$ cat config.mk
export PLATFORM = sky130hd
export DESIGN_NAME = alu_exec
export DESIGN_NICKNAME = d
export VERILOG_FILES = /design/src/rtl/alu_exec.sv
export SDC_FILE = /design/constraint.sdc
export NUM_CORES = 1
export LEC_CHECK = 0
export BUFFER_PORTS_ARGS = -buffer_cell sky130_fd_sc_hd__buf_2
export CAP_MARGIN = 20
export CORE_MARGIN = 4
export CORE_UTILIZATION = 49
export DETAILED_ROUTE_END_ITERATION = 10
export PLACE_DENSITY = 0.67
export SLEW_MARGIN = 25
export SYNTH_ARGS = -nofsm -noshare
export SYNTH_HDL_FRONTEND = slang
export SYNTH_SLANG_ARGS = --single-unit
$ cat constraint.sdc
create_clock -name clock -period 4.9 [get_ports clock]
set_clock_uncertainty 0.15 [all_clocks]
set_input_delay 0.49 -clock clock [delete_from_list [all_inputs] [get_ports clock]]
set_output_delay 0.49 -clock clock [all_outputs]
set_load 0.01 [all_outputs]
$ cat src/rtl/alu_exec.sv
// -----------------------------------------------------------------------------
// alu_exec -- multi-cycle execute unit between the control unit and the
// register file.
//
// Logic, add, shift and pass-through operations complete in one cycle. MUL is
// an iterative shift-add multiplier (LSB first, 32-bit accumulator). DIV is an
// iterative restoring divider (MSB first, 17-bit partial remainder).
//
// Configuration macro:
//   ALU_DIVIDER_EN  defined   -> iterative divider is built; DIV by zero gives
//                                0xFFFF with div_by_zero set, single-cycle.
//                   undefined -> no divider hardware; DIV is a single-cycle op
//                                returning 0 with div_by_zero clear.
//
// Ports:
//   clock        in   1      rising-edge clock
//   reset        in   1      synchronous, active-high reset
//   start        in   1      one-cycle request, accepted only in IDLE
//   alu_sel      in   4      operation code
//   op_a         in   WIDTH  rs operand
//   op_b         in   WIDTH  rt operand or zero-extended immediate
//   busy         out  1      high from the cycle after acceptance until done
//   done         out  1      one-cycle pulse, result valid in the same cycle
//   result       out  WIDTH  operation result, held until the next done
//   zero_flag    out  1      result == 0, updated on done
//   pos_flag     out  1      result > 0 as a signed value, updated on done
//   div_by_zero  out  1      DIV with op_b == 0, updated on done
//
// Handshake: start is a request sampled on a rising edge only while the FSM
// is IDLE; there is no ready signal, so a start seen while busy (including the
// done cycle) is dropped, not queued. done is the single-cycle response, and
// result plus flags are registered on the same edge that raises done.
// -----------------------------------------------------------------------------
module alu_exec #(
    parameter int WIDTH = 16,
    parameter int ITER  = 16
) (
    input  logic             clock,
    input  logic             reset,
    input  logic             start,
    input  logic [3:0]       alu_sel,
    input  logic [WIDTH-1:0] op_a,
    input  logic [WIDTH-1:0] op_b,
    output logic             busy,
    output logic             done,
    output logic [WIDTH-1:0] result,
    output logic             zero_flag,
    output logic             pos_flag,
    output logic             div_by_zero
);

    localparam logic [1:0] ST_IDLE = 2'd0;
    localparam logic [1:0] ST_CALC = 2'd1;
    localparam logic [1:0] ST_FIN  = 2'd2;

    localparam logic [3:0] OP_ADD = 4'd0;
    localparam logic [3:0] OP_SUB = 4'd1;
    localparam logic [3:0] OP_MUL = 4'd2;
    localparam logic [3:0] OP_DIV = 4'd3;
    localparam logic [3:0] OP_AND = 4'd4;
    localparam logic [3:0] OP_OR  = 4'd5;
    localparam logic [3:0] OP_XOR = 4'd6;
    localparam logic [3:0] OP_LSL = 4'd7;
    localparam logic [3:0] OP_LSR = 4'd8;
    localparam logic [3:0] OP_LD  = 4'd9;
    localparam logic [3:0] OP_ST  = 4'd10;
    localparam logic [3:0] OP_MOV = 4'd11;

    localparam int              CNT_W    = $clog2(ITER);
    localparam logic [CNT_W-1:0] CNT_LAST = CNT_W'(ITER - 1);

    logic [1:0]         state;
    logic [CNT_W-1:0]   cnt;
    // Multiplicand for MUL, divisor for DIV.
    logic [WIDTH-1:0]   mcand;
    // MUL: {partial product, remaining multiplier bits}.
    // DIV: low half holds the dividend shifting out / quotient shifting in.
    logic [2*WIDTH-1:0] acc;
`ifdef ALU_DIVIDER_EN
    logic [WIDTH:0]     rem;
    logic               is_div;
`endif

    // ---------------- single-cycle datapath (from live inputs) -------------
    logic [WIDTH-1:0] quick_res;
    logic             quick_dbz;
    logic             goes_iter;

    always_comb begin
        quick_res = '0;
        case (alu_sel)
            OP_ADD: quick_res = op_a + op_b;
            OP_SUB: quick_res = op_a - op_b;
`ifdef ALU_DIVIDER_EN
            // Only reached here when op_b is zero; nonzero divisors iterate.
            OP_DIV: quick_res = '1;
`else
            OP_DIV: quick_res = '0;
`endif
            OP_AND: quick_res = op_a & op_b;
            OP_OR:  quick_res = op_a | op_b;
            OP_XOR: quick_res = op_a ^ op_b;
            // Shift amount is b[4:0]; 16..31 shifts everything out.
            OP_LSL: quick_res = op_b[4] ? '0 : (op_a << op_b[3:0]);
            OP_LSR: quick_res = op_b[4] ? '0 : (op_a >> op_b[3:0]);
            OP_LD, OP_ST, OP_MOV: quick_res = op_b;
            default: quick_res = '0;
        endcase
    end

    always_comb begin
`ifdef ALU_DIVIDER_EN
        quick_dbz = (alu_sel == OP_DIV) && (op_b == '0);
        goes_iter = (alu_sel == OP_MUL) || ((alu_sel == OP_DIV) && (op_b != '0));
`else
        quick_dbz = 1'b0;
        goes_iter = (alu_sel == OP_MUL);
`endif
    end

    // ---------------- iterative datapath ----------------------------------
    logic [WIDTH:0]     mul_sum;
    logic [2*WIDTH-1:0] mul_next;

    always_comb begin
        mul_sum  = {1'b0, acc[2*WIDTH-1:WIDTH]} + (acc[0] ? {1'b0, mcand} : '0);
        mul_next = {mul_sum, acc[WIDTH-1:1]};
    end

`ifdef ALU_DIVIDER_EN
    logic [WIDTH:0]   div_shift;
    logic             div_ge;
    logic [WIDTH:0]   rem_next;
    logic [WIDTH-1:0] quot_next;

    always_comb begin
        div_shift = {rem[WIDTH-1:0], acc[WIDTH-1]};
        div_ge    = (div_shift >= {1'b0, mcand});
        rem_next  = div_ge ? (div_shift - {1'b0, mcand}) : div_shift;
        quot_next = {acc[WIDTH-2:0], div_ge};
    end
`endif

    logic [WIDTH-1:0] iter_res;

    always_comb begin
`ifdef ALU_DIVIDER_EN
        iter_res = is_div ? quot_next : mul_next[WIDTH-1:0];
`else
        iter_res = mul_next[WIDTH-1:0];
`endif
    end

    // ---------------- control ----------------------------------------------
    always_ff @(posedge clock) begin
        if (reset) begin
            state       <= ST_IDLE;
            cnt         <= '0;
            mcand       <= '0;
            acc         <= '0;
            busy        <= 1'b0;
            done        <= 1'b0;
            result      <= '0;
            zero_flag   <= 1'b0;
            pos_flag    <= 1'b0;
            div_by_zero <= 1'b0;
`ifdef ALU_DIVIDER_EN
            rem         <= '0;
            is_div      <= 1'b0;
`endif
        end else begin
            case (state)
                ST_IDLE: begin
                    done <= 1'b0;
                    if (start) begin
                        busy <= 1'b1;
                        if (goes_iter) begin
                            state <= ST_CALC;
                            cnt   <= '0;
                            mcand <= op_b;
                            acc   <= {{WIDTH{1'b0}}, op_a};
`ifdef ALU_DIVIDER_EN
                            rem    <= '0;
                            is_div <= (alu_sel == OP_DIV);
`endif
                        end else begin
                            state       <= ST_FIN;
                            done        <= 1'b1;
                            result      <= quick_res;
                            zero_flag   <= (quick_res == '0);
                            pos_flag    <= !quick_res[WIDTH-1] && (quick_res != '0);
                            div_by_zero <= quick_dbz;
                        end
                    end
                end
                ST_CALC: begin
                    cnt <= cnt + 1'b1;
`ifdef ALU_DIVIDER_EN
                    if (is_div) begin
                        acc[WIDTH-1:0] <= quot_next;
                        rem            <= rem_next;
                    end else begin
                        acc <= mul_next;
                    end
`else
                    acc <= mul_next;
`endif
                    // The last iteration's combinational result is captured
                    // directly so done rises on the edge that ends CALC.
                    if (cnt == CNT_LAST) begin
                        state       <= ST_FIN;
                        done        <= 1'b1;
                        result      <= iter_res;
                        zero_flag   <= (iter_res == '0);
                        pos_flag    <= !iter_res[WIDTH-1] && (iter_res != '0);
                        div_by_zero <= 1'b0;
                    end
                end
                ST_FIN: begin
                    done  <= 1'b0;
                    busy  <= 1'b0;
                    state <= ST_IDLE;
                end
                default: begin
                    state <= ST_IDLE;
                    done  <= 1'b0;
                    busy  <= 1'b0;
                end
            endcase
        end
    end

endmodule

==> parameters.txt <==
Parameter                              Value

Placed design
  Count of placed standard cells including taps    1166
  Post-Place Cell Area    0.00786 mm2
  Last weighted congestion value of the routability-driven placer    ~1.0
  Number of buffer cells added on primary ports    between 50 and 60
  DP Wirelength    17700 um

Global routing
  Number of antenna violations at the first check in global routing    0
  Met3 Usage GRT    7.33%
  Global-route met2 utilization    between 30% and 40%
  Maximum number of pins on one net before global-route repair    69
  Global route hottest layer    met2
  Overflow after GRT    0
  Wire length of the first global-routing pass    about 38000 um
  Met1 routing resource usage after global routing    a little under 40%
  Number of global-route vias before repair    roughly 7000
  Aggregate global-route resource usage    a little over a quarter

Pwr
  Switching Fraction    33.7%
  Clk network pwr share    36.0%
  Relative contribution of combinational cells to total power    29.7%
  Flop pwr share    34.3%
  Pint    roughly 0.0012 W
  Design Power    0.00184 W
  Power density over cell area    225 mW/mm2
  Static power due to leakage    roughly 3.4 nW
  Net switching component of the power    0.000619 W
  IR drop worst, VDD    0.196 mV

Logic synthesis
  Distinct cell type count after synthesis    81
  Part of the Yosys area used for sequential elements    19.7%
  Post-synth EDFFs    0
  Proportion of synthesized flip-flops having asynchronous set or reset    0%
  Count leader, synth    nand2_1
  Most used flip-flop cell after synthesis    dfxtp_1
  Synthesized instance count    978
  Area leader, netlist    dfxtp_1
  Synthesis-stage register bit count    74
  Cell area after technology mapping    around 0.0075 mm2
  Most common library cells after synthesis    125 x nand2_1, 89 x a21oi_1, 87 x nor2_1
  Top cells by area, synth    dfxtp_1 20%, ha_1 11%, mux4_2 6.3%
  Post-Synthesis Mean Instance Area    7.68 um2
  Number of warnings issued by yosys    0
  Number of nets produced by synthesis    1085
  Area share of the largest cell type after synthesis    around a fifth

Worst setup path
  Critical path's top delay family    compound AO/OA/AOI/OAI gates
  Source of the worst register-to-register timing path    acc[0]
  Critical path fanouts, max    15
  Critical Path End Type    flop
  Reg2reg setup slack    about 1500 ps
  Critical path startpoint category    input port
  Endpoint required time on the critical path    about 5000 ps
  Worst-path cell chain    buf_2 -> nor3_2 -> nor3b_1 -> a31oi_1 -> o31ai_1 -> xnor2_1 -> ha_1 -> nor3b_1 -> a21oi_1 -> o2bb2ai_1 -> a211oi_1 -> o221ai_1 -> a211oi_1 -> nand4_1 -> or3_1 -> a221oi_2
  Worst endpoint data arrival time    between 4000 and 5000 ps
  Slowest CP cell    a211oi_1
  Number of cell instances on the worst register-to-register path    12
  Buf+Inv Stages, Crit Path    1
  Maximum single-stage delay on the critical path    390 ps
  Critical register-to-register path endpoint    acc[29]
  Start-to-end type of the worst setup path    in2reg

Clocking
  Total clock buffers created by CTS    9
  Hold-fix buffers, CTS    0
  Post-CTS Repair Setup Buffers    0
  Clock root cell    clkbuf_16
  CTS H-tree lvls    3
  Number of gates resized after CTS    0
  Maximum buffer depth of the clock tree    2
  Number of clock sinks    between 70 and 80
  Clock tree from TritonCTS    done
  Clock latency on the worst-skew pair    340 ps
  Worst-path clk slew    60 ps

STA
  Final number of setup-violating endpoints    0
  Max_slew headroom    38.6%
  Setup TNS    0 ps
  Post-route clock period utilization    a little under 90%
  Number of pins with negative max-slew slack in the final report    0
  Hold Vio Cnt, Final    0
  Pin slew with the least headroom to its limit    between 900 and 1000 ps
  Maximum clock rate    228 MHz
  Final critical delay including setup and external delays    4380 ps
  Unrepaired setup endpoints after global routing    false

Min path
  Worst hold path stage count    2
  Hold-critical path endpoint    result[15]
  HP Class    reg2reg
  Hold path startpoint    result[15]

Finish
  Final antenna diode count    0
  Share of final-layout standard cells stronger than drive strength 1    13.6%
  Count of placed standard cells in the final layout, fillers left out    1182
  Area growth from synthesis to final layout    8.65%
  Post-layout net count    1100
  Number of fillers in the final layout    ~1500
  Total non-filler cell area in the finished layout    0.00816 mm2

Die
  Starting Density    about 51%
  DIE WIDTH    132 um
  Overall die height    132 um
  Standard cell core area    0.0148 mm2
  Ports    60
  Standard-cell row count    44
  Die area    roughly 0.017 mm2

Routing
  Via count normalized by instance count    ~6.4
  Number of antenna-violating nets in the routed design    0
  Total number of vias    7559
  Number of remaining DRC errors    0
  Drt first-iter violations    just under 800
  Average routed wire per standard cell    20.4 um
  Number of detailed-route iterations in the first pass    6
  Post-detailed-routing wire length    24100 um

Flow run
  MaxCap Viol Count    0

Run status
  Outcome    finished clean
[kinds of logic after synthesis]
logic type	share of synthesized area, %
AO/OA/AOI/OAI	24.3
XOR/XNOR	3.85
adder cells (fa/ha/maj)	11.5
buffers and inverters	6.70
flip-flops	19.7
multiplexers	10.4
other	0.0499
AND/OR/NAND/NOR	23.4
[metrics by stage]
stage | hold WS, ps | worst slack (ps) | utilization [%]
after floorplan | 282 | 519 | -
after global placement | 286 | 309 | 53.3
after detailed placement | 293 | 320 | 53.3
after CTS | 302 | 671 | 55.3
after global routing | 312 | 234 | 55.3
final | 297 | 520 | 55.3
[sequential cells by signal (all words and copies together), names as in the netlist]
signal and count:
done 1, acc 32, state 2, result 16, mcand 16, pos_flag 1
busy 1, cnt 4, zero_flag 1
[layout make-up]
class	instances	area [um2]	share of cell area, %
Sequential cell	74	1480	18.2
Clock buffer	10	229	2.81
Timing Repair Buffer	76	425	5.21
Inverter	51	191	2.35
Clock inverter	6	65.1	0.798
Multi-Input combinational cell	781	5540	67.9
Tap cell	184	230	2.82
[cells in the final DEF (no fill, tap or decap), drive strengths merged, types with 7 or more instances in the layout]
cell    instances
a211o           8
a211oi         23
a21o            9
a21oi          89
a311oi         19
a31oi           8
and2           23
buf            76
clkbuf         10
dfxtp          74
ha             66
inv            52
mux2            8
mux2i          22
mux4           21
nand2         125
nand2b         11
nand3          23
nand4           7
nor2           87
nor2b          11
nor3           28
nor4           10
nor4b           7
o21ai          36
o31ai           7
xnor2          25
xor2            8
[power by group through the flow]
stage / sequential, W / combinational, W / clock, W
final: 0.000631 / 0.000546 / 0.000662
after CTS: 0.000631 / 0.000530 / 0.000673
after global placement: 0.000643 / 0.000530 / 0
after global routing: 0.000633 / 0.000592 / 0.000698
after floorplan: 0.000647 / 0.000362 / 0
after detailed placement: 0.000644 / 0.000528 / 0
[metal layers]
metal / wire (um) / vias to the layer above
met5: 0 / -
met4: 638 / 0
met3: 2540 / 71
met2: 10100 / 422
met1: 10800 / 3473
li1: - / 3593
[worst max path at each step]
| stage | start | end | slack (ps) | cells after the start |
|---|---|---|---|---|
| after global placement | op_b[2] | zero_flag | 310 | 16 |
| final | op_b[2] | zero_flag | 520 | 16 |
| after detailed placement | op_b[2] | zero_flag | 320 | 16 |
| after CTS | op_b[2] | zero_flag | 670 | 16 |
| after floorplan | alu_sel[3] | zero_flag | 520 | 16 |
| after global routing | op_b[2] | zero_flag | 230 | 16 |
[worst reg2reg max path: stages, from the launching register on]
cell      delay [ps]
dfxtp_1          470
and2_1           230
ha_1             200
fa_1             400
a21o_1           170
a21oi_1          210
o21bai_1          80
a21oi_1          230
o21bai_1         150
a41o_1           290
o41a_1           360
nor4b_1          250
a211o_1          140
Power figures use the tool's default switching activity.
